<file path="src/rtl/noc_mem_responder_pkg.sv">
// rtl/noc_mem_responder_pkg.sv - shared flit layout, message types and responder state
package noc_mem_responder_pkg;

    localparam int NUM_CORES   = 4;
    localparam int VC_COUNT    = 3;
    localparam int FLIT_WIDTH  = 128;
    localparam int ADDR_WIDTH  = 48;
    localparam int DATA_WIDTH  = 64;
    localparam int MEM_SIZE_MB = 1024;

    localparam int MSG_W  = 3;
    localparam int NODE_W = 2;
    localparam int VC_W   = 2;
    localparam int TXN_W  = 7;

    // Message types; RESP_* and 3'b111 are never legal as requests.
    localparam logic [MSG_W-1:0] REQ_READ       = 3'd0;
    localparam logic [MSG_W-1:0] REQ_READ_EXCL  = 3'd1;
    localparam logic [MSG_W-1:0] REQ_WRITE      = 3'd2;
    localparam logic [MSG_W-1:0] REQ_INVALIDATE = 3'd3;
    localparam logic [MSG_W-1:0] RESP_DATA      = 3'd4;
    localparam logic [MSG_W-1:0] RESP_DATA_EXCL = 3'd5;
    localparam logic [MSG_W-1:0] RESP_ACK       = 3'd6;

    // Flit field positions, shared by requests and responses.
    localparam int MSG_MSB  = 127;
    localparam int MSG_LSB  = 125;
    localparam int SRC_MSB  = 124;
    localparam int SRC_LSB  = 123;
    localparam int DST_MSB  = 122;
    localparam int DST_LSB  = 121;
    localparam int VC_MSB   = 120;
    localparam int VC_LSB   = 119;
    localparam int TXN_MSB  = 118;
    localparam int TXN_LSB  = 112;
    localparam int ADDR_MSB = 111;
    localparam int ADDR_LSB = 64;
    localparam int DATA_MSB = 63;
    localparam int DATA_LSB = 0;

    localparam logic [ADDR_WIDTH-1:0] MEM_BYTES_DEFAULT = ADDR_WIDTH'(MEM_SIZE_MB) << 20;

    // Data word returned with RESP_ACK when the address was out of range.
    localparam logic [DATA_WIDTH-1:0] RESP_ERR_ADDR = 64'h1;

    typedef struct packed {
        logic [MSG_W-1:0]      msg_type;
        logic [NODE_W-1:0]     src;
        logic [NODE_W-1:0]     dst;
        logic [VC_W-1:0]       vc;
        logic [TXN_W-1:0]      txn;
        logic [ADDR_WIDTH-1:0] addr;
        logic [DATA_WIDTH-1:0] data;
    } noc_flit_t;

    typedef enum logic [1:0] {
        ST_IDLE     = 2'd0,
        ST_MEM_REQ  = 2'd1,
        ST_MEM_WAIT = 2'd2,
        ST_RESP     = 2'd3
    } resp_state_t;

    function automatic noc_flit_t make_resp(
        input logic [MSG_W-1:0]      msg_type,
        input logic [NODE_W-1:0]     src,
        input logic [NODE_W-1:0]     dst,
        input logic [VC_W-1:0]       vc,
        input logic [TXN_W-1:0]      txn,
        input logic [ADDR_WIDTH-1:0] addr,
        input logic [DATA_WIDTH-1:0] data
    );
        noc_flit_t f;
        f.msg_type = msg_type;
        f.src      = src;
        f.dst      = dst;
        f.vc       = vc;
        f.txn      = txn;
        f.addr     = addr;
        f.data     = data;
        return f;
    endfunction

endpackage

</file>
<file path="src/rtl/noc_mem_responder_codec.sv">
// rtl/noc_mem_responder_codec.sv - combinational pack/unpack between noc_flit_t and the flit vector
module noc_flit_codec
    import noc_mem_responder_pkg::*;
(
    input  noc_flit_t             pack_fields,
    output logic [FLIT_WIDTH-1:0] pack_flit,
    input  logic [FLIT_WIDTH-1:0] unpack_flit,
    output noc_flit_t             unpack_fields
);

    // Place each struct field at its wire position.
    always_comb begin
        pack_flit                    = '0;
        pack_flit[MSG_MSB:MSG_LSB]   = pack_fields.msg_type;
        pack_flit[SRC_MSB:SRC_LSB]   = pack_fields.src;
        pack_flit[DST_MSB:DST_LSB]   = pack_fields.dst;
        pack_flit[VC_MSB:VC_LSB]     = pack_fields.vc;
        pack_flit[TXN_MSB:TXN_LSB]   = pack_fields.txn;
        pack_flit[ADDR_MSB:ADDR_LSB] = pack_fields.addr;
        pack_flit[DATA_MSB:DATA_LSB] = pack_fields.data;
    end

    // Pull each field out of its wire position.
    always_comb begin
        unpack_fields          = '0;
        unpack_fields.msg_type = unpack_flit[MSG_MSB:MSG_LSB];
        unpack_fields.src      = unpack_flit[SRC_MSB:SRC_LSB];
        unpack_fields.dst      = unpack_flit[DST_MSB:DST_LSB];
        unpack_fields.vc       = unpack_flit[VC_MSB:VC_LSB];
        unpack_fields.txn      = unpack_flit[TXN_MSB:TXN_LSB];
        unpack_fields.addr     = unpack_flit[ADDR_MSB:ADDR_LSB];
        unpack_fields.data     = unpack_flit[DATA_MSB:DATA_LSB];
    end

endmodule

</file>
<file path="src/rtl/noc_mem_responder.sv">
// rtl/noc_mem_responder.sv - home-node memory responder, one coherence transaction at a time
module noc_mem_responder
    import noc_mem_responder_pkg::*;
#(
    parameter int unsigned           NODE_ID   = 0,
    parameter logic [ADDR_WIDTH-1:0] MEM_BYTES = MEM_BYTES_DEFAULT,
    parameter int unsigned           RESP_VC   = VC_COUNT - 1
) (
    input  logic                  clk,
    input  logic                  rst,
    input  logic [FLIT_WIDTH-1:0] req_flit,
    input  logic                  req_valid,
    output logic                  req_ready,
    output logic [FLIT_WIDTH-1:0] resp_flit,
    output logic                  resp_valid,
    input  logic                  resp_ready,
    output logic                  mem_req_valid,
    input  logic                  mem_req_ready,
    output logic                  mem_we,
    output logic [ADDR_WIDTH-1:0] mem_addr,
    output logic [DATA_WIDTH-1:0] mem_wdata,
    input  logic                  mem_rvalid,
    input  logic [DATA_WIDTH-1:0] mem_rdata,
    output logic                  err_pulse,
    output logic [15:0]           resp_count
);

    localparam logic [NODE_W-1:0] SELF_ID = NODE_W'(NODE_ID);
    localparam logic [VC_W-1:0]   VC_ID   = VC_W'(RESP_VC);

    resp_state_t state;
    resp_state_t state_next;

    noc_flit_t req_f;
    noc_flit_t resp_q;

    logic [MSG_W-1:0]      lat_type;
    logic [NODE_W-1:0]     lat_src;
    logic [TXN_W-1:0]      lat_txn;
    logic [ADDR_WIDTH-1:0] lat_addr;

    logic accept;
    logic is_read;
    logic is_write;
    logic is_inval;
    logic is_legal;
    logic addr_ok;
    logic unused_route;

    noc_flit_codec u_codec (
        .pack_fields   (resp_q),
        .pack_flit     (resp_flit),
        .unpack_flit   (req_flit),
        .unpack_fields (req_f)
    );

    // dst and vc of a request are the router's concern; the flit is serviced regardless.
    assign unused_route = ^{req_f.dst, req_f.vc};

    // Classify the incoming request.
    always_comb begin
        accept   = req_valid && req_ready;
        is_read  = (req_f.msg_type == REQ_READ) || (req_f.msg_type == REQ_READ_EXCL);
        is_write = (req_f.msg_type == REQ_WRITE);
        is_inval = (req_f.msg_type == REQ_INVALIDATE);
        is_legal = is_read || is_write || is_inval;
        addr_ok  = (req_f.addr < MEM_BYTES);
    end

    // State register.
    always_ff @(posedge clk) begin
        if (rst) begin
            state <= ST_IDLE;
        end else begin
            state <= state_next;
        end
    end

    // Next-state decode and the handshake strobes that follow directly from the state.
    always_comb begin
        state_next    = state;
        mem_req_valid = 1'b0;
        resp_valid    = 1'b0;
        unique case (state)
            ST_IDLE: begin
                if (accept) begin
                    if (is_read || is_write) begin
                        state_next = addr_ok ? ST_MEM_REQ : ST_RESP;
                    end else if (is_inval) begin
                        state_next = ST_RESP;
                    end
                end
            end
            ST_MEM_REQ: begin
                mem_req_valid = 1'b1;
                if (mem_req_ready) begin
                    state_next = (lat_type == REQ_WRITE) ? ST_RESP : ST_MEM_WAIT;
                end
            end
            ST_MEM_WAIT: begin
                if (mem_rvalid) begin
                    state_next = ST_RESP;
                end
            end
            ST_RESP: begin
                resp_valid = 1'b1;
                if (resp_ready) begin
                    state_next = ST_IDLE;
                end
            end
            default: state_next = ST_IDLE;
        endcase
    end

    // Request latching, memory command, response build and counters.
    // req_ready is registered so it reads 0 while rst is held and rises only once IDLE is entered.
    always_ff @(posedge clk) begin
        if (rst) begin
            req_ready  <= 1'b0;
            err_pulse  <= 1'b0;
            resp_count <= '0;
            resp_q     <= '0;
            mem_we     <= 1'b0;
            mem_addr   <= '0;
            mem_wdata  <= '0;
            lat_type   <= '0;
            lat_src    <= '0;
            lat_txn    <= '0;
            lat_addr   <= '0;
        end else begin
            req_ready <= (state_next == ST_IDLE);
            err_pulse <= accept && !is_legal;
            unique case (state)
                ST_IDLE: begin
                    if (accept && is_legal) begin
                        lat_type <= req_f.msg_type;
                        lat_src  <= req_f.src;
                        lat_txn  <= req_f.txn;
                        lat_addr <= req_f.addr;
                        if ((is_read || is_write) && addr_ok) begin
                            mem_we    <= is_write;
                            mem_addr  <= {req_f.addr[ADDR_WIDTH-1:3], 3'b000};
                            mem_wdata <= is_write ? req_f.data : '0;
                        end else begin
                            resp_q <= make_resp(RESP_ACK, SELF_ID, req_f.src, VC_ID, req_f.txn,
                                                req_f.addr, is_inval ? '0 : RESP_ERR_ADDR);
                        end
                    end
                end
                ST_MEM_REQ: begin
                    if (mem_req_ready && (lat_type == REQ_WRITE)) begin
                        resp_q <= make_resp(RESP_ACK, SELF_ID, lat_src, VC_ID, lat_txn,
                                            lat_addr, '0);
                    end
                end
                ST_MEM_WAIT: begin
                    if (mem_rvalid) begin
                        resp_q <= make_resp((lat_type == REQ_READ_EXCL) ? RESP_DATA_EXCL : RESP_DATA,
                                            SELF_ID, lat_src, VC_ID, lat_txn, lat_addr, mem_rdata);
                    end
                end
                ST_RESP: begin
                    if (resp_ready) begin
                        resp_count <= resp_count + 16'd1;
                    end
                end
                default: ;
            endcase
        end
    end

endmodule
</file>
<file path="config.mk">
export PLATFORM = sky130hd
export DESIGN_NAME = noc_mem_responder
export DESIGN_NICKNAME = d
export VERILOG_FILES = /design/src/rtl/noc_mem_responder_pkg.sv /design/src/rtl/noc_mem_responder_codec.sv /design/src/rtl/noc_mem_responder.sv
export SDC_FILE = /design/constraint.sdc
export NUM_CORES = 1
export LEC_CHECK = 0
export CORE_MARGIN = 5
export CORE_UTILIZATION = 40
export CTS_BUF_LIST = sky130_fd_sc_hd__clkbuf_8 sky130_fd_sc_hd__clkbuf_16
export DETAILED_ROUTE_END_ITERATION = 10
export PLACE_DENSITY = 0.83
export SKIP_CTS_REPAIR_TIMING = 1
export SYNTH_ARGS = -nofsm -noshare
export SYNTH_HDL_FRONTEND = slang
export SYNTH_SLANG_ARGS = --single-unit
</file>
<file path="constraint.sdc">
create_clock -name clk -period 2.95 [get_ports clk]
set_input_delay 0.59 -clock clk [delete_from_list [all_inputs] [get_ports clk]]
set_output_delay 0.59 -clock clk [all_outputs]
set_load 0.02 [all_outputs]
</file>
==> Word level (Yosys, flattened, before mapping) <==
Cells that the tools add are included.
{ "word_totals": {"mem_bits_rw": 0, "inputBits": 198, "latchBits": 0, "output_inout_bits": 261, "ff_bits": 318, "word_cells": 68, "mem_bits_ro": 0, "memories": 0} }
{ "op_classes": {"shift": 0, "mul": 0, "n_div": 0, "bitwise": 0, "n_reduce_logical": 17, "mux": 19, "n_eq_ne": 12, "n_addsub": 1, "magnitude_cmp": 1} }
{ "op_table": {"columns": ["operator", "n"], "rows": [
  ["128-bit two-way mux", 4],
  ["128-bit one-hot mux with 3 select lines", 1],
  ["64-bit two-way mux", 1],
  ["48-bit by 31-bit less-than comparator with 1-bit output, second input constant", 1],
  ["16-bit by 1-bit adder with 16-bit output, second input constant", 1],
  ["2-bit two-way mux", 7],
  ["3-bit by 2-bit == test with 1-bit output, second input constant", 3],
  ["2-bit != test, second input constant", 4],
  ["2-bit one-hot mux with 4 select lines", 1],
  ["3-bit by 1-bit == test with 1-bit output, second input constant", 2],
  ["1-bit logical AND", 5],
  ["1-bit two-way mux", 5],
  ["5-bit AND reduction", 1],
  ["2-bit == test, second input constant", 2],
  ["2-bit logical NOT", 2],
  ["2-bit AND reduction", 2],
  ["3-bit logical NOT", 1],
  ["1-bit logical OR", 3],
  ["3-bit AND reduction", 1],
  ["3-bit nonzero test", 1],
  ["2-bit by 1-bit == test with 1-bit output, second input constant", 1],
  ["1-bit logical NOT", 1]
]} }

==> Depth between registers and ports, before layout <==
{ "depth": {"depth_word": 7, "depth_mapped": 10, "ltp_nobuf": 7} }

==> By module <==
A second synthesis with hierarchy kept.
{ "unflattened": {"hier_cells": 1708, "hier_area_um2": 14337.5} }
{ "modules_own_cells": {"columns": ["module", "instances", "cells_per_inst", "area_per_inst_um2", "seq_area_each_um2"], "rows": [
  ["noc_mem_responder", 1, 1452, 12415.7, 6286.0],
  ["noc_flit_codec", 1, 256, 1921.8, 0.0]
]} }

==> Least setup slack after synthesis <==
OpenSTA, ideal clock, no wires.
{ "synth_path": {"kind": "register to register", "start": "register state[0]", "end": "register resp_q[62] in the netlist's numbering", "period_less_slack_ns": 2.124, "t_required_ns": 2.878, "slack_ns": 0.826, "t_arrival_ns": 2.052, "path_buffers": 2, "setup_time_ns": 0.072, "path_stages_with_launch": 9, "path_cell_list": "dfxtp_1 > inv_1 > ha_1 > clkbuf_1 > nand2_1 > nor2_1 > clkbuf_1 > nand2_1 > mux2i_1"} }
{ "synth_between": {"elab_chain_len": 3, "elab_cells_between_ends": 10, "cone_classes": "eq/ne (6); mux (1); reduce/logical (3)"} }
{ "synth_lines": {"columns": ["element", "line_no", "text"], "rows": [
  ["start, declared", "noc_mem_responder.sv:31", "resp_state_t state;"],
  ["start signal, assigned", "noc_mem_responder.sv:75", "state <= state_next;"],
  ["2-bit by 1-bit == test with 1-bit output (tied with other cells)", "noc_mem_responder.sv:133", "unique case (state)"],
  ["2-bit != test (no line) / 3-bit nonzero test (equally long branches)", null, null],
  ["5-bit AND reduction (no line)", null, null],
  ["end signal, assigned", "noc_mem_responder.sv:145", "resp_q <= make_resp(RESP_ACK, SELF_ID, req_f.src, VC_ID, req_f.txn,"],
  ["end signal, assigned", "noc_mem_responder.sv:152", "resp_q <= make_resp(RESP_ACK, SELF_ID, lat_src, VC_ID, lat_txn,"],
  ["end signal, assigned", "noc_mem_responder.sv:158", "resp_q <= make_resp((lat_type == REQ_READ_EXCL) ? RESP_DATA_EXCL : RESP_DATA,"],
  ["end, declared", "noc_mem_responder.sv:35", "noc_flit_t resp_q;"]
]} }
Several ways; a longest one is shown, not always the timed one.
A chain may end at the register's enable or synchronous reset.

==> Final worst setup path <==
{ "layout_path": {"start": "register state[1]", "end": "output mem_req_valid"} }
{ "layout_between": {"elab_chain_len": 2} }
{ "layout_lines": {"columns": ["element", "line_no", "text"], "rows": [
  ["2-bit by 1-bit == test with 1-bit output", "noc_mem_responder.sv:84", "unique case (state)"],
  ["1-bit two-way mux", "noc_mem_responder.sv:84", null],
  ["end, declared", "noc_mem_responder.sv:17", "output logic mem_req_valid,"]
]} }
Every way passes these cells.

==> results.tsv <==
metric	value	unit
Max-cap violations	0	
antenna violations before repair	6	
Synth Register Bits	314	
class of the worst hold path	flop to flop	
DRC errors left	0	
Hold Path Depth	2	
Core Rows	64	
Syn Area/Cell	8.55	um2
worst-margin pin slew	1060	ps
insertion delay to the later sink of the worst-skew pair	510	ps
Routed WL	42000	um
RSZ-0062 raised after global routing	no	
Hold WS	451	ps
post-route ant nets	0	
WP data arrival	2070	ps
area delta synth->final	48.3	%
Clock Path Buffers	3	
global-route usage over all layers	22.9	%
met3 WL post-DR	3600	um
Port-buffer cells	448	
drt wl/cell	18.5	um
IO Pins	459	
sequential share of the synthesized area	50.5	%
vias post-DR	11900	
most frequent cell after synthesis	dfxtp_1	
post-synth top area share	50.5	%
pre-CTS WS	48.2	ps
# clock sinks	314	
R2R setup slack	550	ps
Final Hold Violating Endpoints	0	
largest net degree at the start of global routing	181	
Post-synth EDFFs	0	
critical path type	flop to primary output	
metal1 wirelength	16600	um
TritonCTS Buffers	35	
Core ar.	30700	um2
hold endpoint	mem_wdata[26]	
DR vias/cell	5.24	
Yosys top cell by area	dfxtp_1	
Die Width	186	um
fin crit share	90.0	%
post-DP HPWL	28900	um
Die ar.	34700	um2
met2 WL	20300	um
first-pass GRT wire length	66700	um
layout cells sized above 1	5.61	%
R2R depth	7	
max-slew violations	0	
Final #Nets	2055	
Worst-path clk slew	60	ps
leak pwr	6.34	nW
final setup vio count	0	
htree depth	2	
r2r endpoint	resp_q[46]	
Cell Pwr Density	707	nW/um2
element type at the critical path end	primary output	
DIE HEIGHT	186	um
status	finished clean	
Syn Std Cell Area	12400	um2
slew margin rel.	29.0	%
reg-to-reg startpoint	state[0]	
Setup WS post-layout	294	ps
asr flop ratio synth	0	%
min-delay src	mem_wdata[26]	
total global routing overflow	0	
CP required	2360	ps
initial core utilization	40.6	%
clock root buffer	clkbuf_16	
Yosys Warn Count	0	
f_max	0.377	GHz
top_reg_cell synth	dfxtp_1	
Post-synth top cells	dfxtp_1, nand2_1, a21oi_1	
1st-iter DRT viols	701	
VDD IR max	0.000385	V
ranking of synthesized cells by area	dfxtp_1, a21oi_1, nand2_1	
crit-path max FO	6	
vias in the first global route	12000	
placer congestion estimate	0.798	
Critical Path Source Type	flop	
CTS tree	done	
Final min period	2660	ps
TNS Setup	0	ps
overall power	13.0	mW
Layout fillers	2555	
Syn Inst Count	1456	
highest routed layer	met5	
post-synth cell types	42	
DR pass1 iterations	6	
Final Skew	16.6	ps
## placed cells by master, fill, tap and decap left out, types with 11 or more instances in the layout
cell / synthesis / final
nor2b_1: 59 / 59
and2_1: 21 / 20
a21oi_1: 274 / 274
xor2_1: 11 / 11
nand2_1: 313 / 313
nor2_1: 20 / 19
clkbuf_8: 0 / 11
buf_12: 0 / 11
dfxtp_1: 314 / 314
a211oi_1: 50 / 50
nand2b_1: 67 / 67
clkdlybuf4s50_1: 0 / 447
clkbuf_16: 0 / 36
mux2i_1: 64 / 64
nand3_1: 74 / 74
buf_4: 7 / 16
## cells by family after synthesis
| family | after synthesis | synth area share (%) |
|---|---|---|
| AO/OA/AOI/OAI | 341 | 15.4 |
| XOR/XNOR | 14 | 0.985 |
| other | 1 | 0.0301 |
| adder cells (fa/ha/maj) | 8 | 0.804 |
| AND/OR/NAND/NOR | 585 | 22.3 |
| multiplexers | 64 | 5.15 |
| flip-flops | 314 | 50.5 |
| buffers and inverters | 129 | 4.74 |
## cell type report
type	count	area [um2]	share of cell area (%)
clock buffer	46	1040	5.63
multi-input combinational	1018	5630	30.5
tap	396	495	2.68
sequential	314	6290	34.0
inverter	5	18.8	0.102
antenna	1	2.50	0.0136
clock inverter	14	161	0.874
timing repair buffer	475	4830	26.2
## sequential cells by signal, indices dropped and copies added, names as in the netlist
| name | flops |
|---|---|
| resp_count | 16 |
| state | 2 |
| mem_addr | 45 |
| lat_type | 3 |
| lat_txn | 7 |
| mem_we | 1 |
| lat_addr | 48 |
| err_pulse | 1 |
| mem_wdata | 64 |
| resp_q | 124 |
| req_ready | 1 |
| lat_src | 2 |
## through the flow
step	cells	utilization [%]	instance area (um2)
final	2269	60.2	18500
after global routing	2269	60.2	18500
after CTS	2268	60.2	18500
after detailed placement	2208	56.3	17300
after global placement	2208	56.3	17300
after floorplan	1461	-	12500
## how the worst max path moves through the flow
stage / startpoint / endpoint / slack [ps] / cells past startpoint
2_1_floorplan: state[0] / resp_q[62] / 830 / 8
3_3_place_gp: req_flit[127] / mem_addr[34] / 110 / 7
3_5_place_dp: req_flit[127] / mem_addr[37] / 50 / 7
4_1_cts: state[1] / mem_req_valid / 250 / 3
5_1_grt: state[1] / mem_req_valid / 200 / 3
6_report: state[1] / mem_req_valid / 290 / 3
## worst max-delay path, stage by stage, from the launching register on
cell and delay, ps:
dfxtp_1 370, inv_1 150, ha_1 310, clkdlybuf4s50_1 720
## metal layers
| metal | up-vias | track usage, % |
|---|---|---|
| met5 | - | 0 |
| met4 | 8 | 7.06 |
| met3 | 100 | 7.31 |
| met2 | 484 | 39.3 |
| met1 | 5609 | 27.3 |
| li1 | 5686 | - |
## report_power, final
group          internal (mW)  switching, mW  total (mW)
registers               4.59          0.208        4.80
clock network           2.74           1.74        4.48
logic                   1.62           2.15        3.77
total                   8.95           4.10        13.0
(Power assumes the default switching activity.)
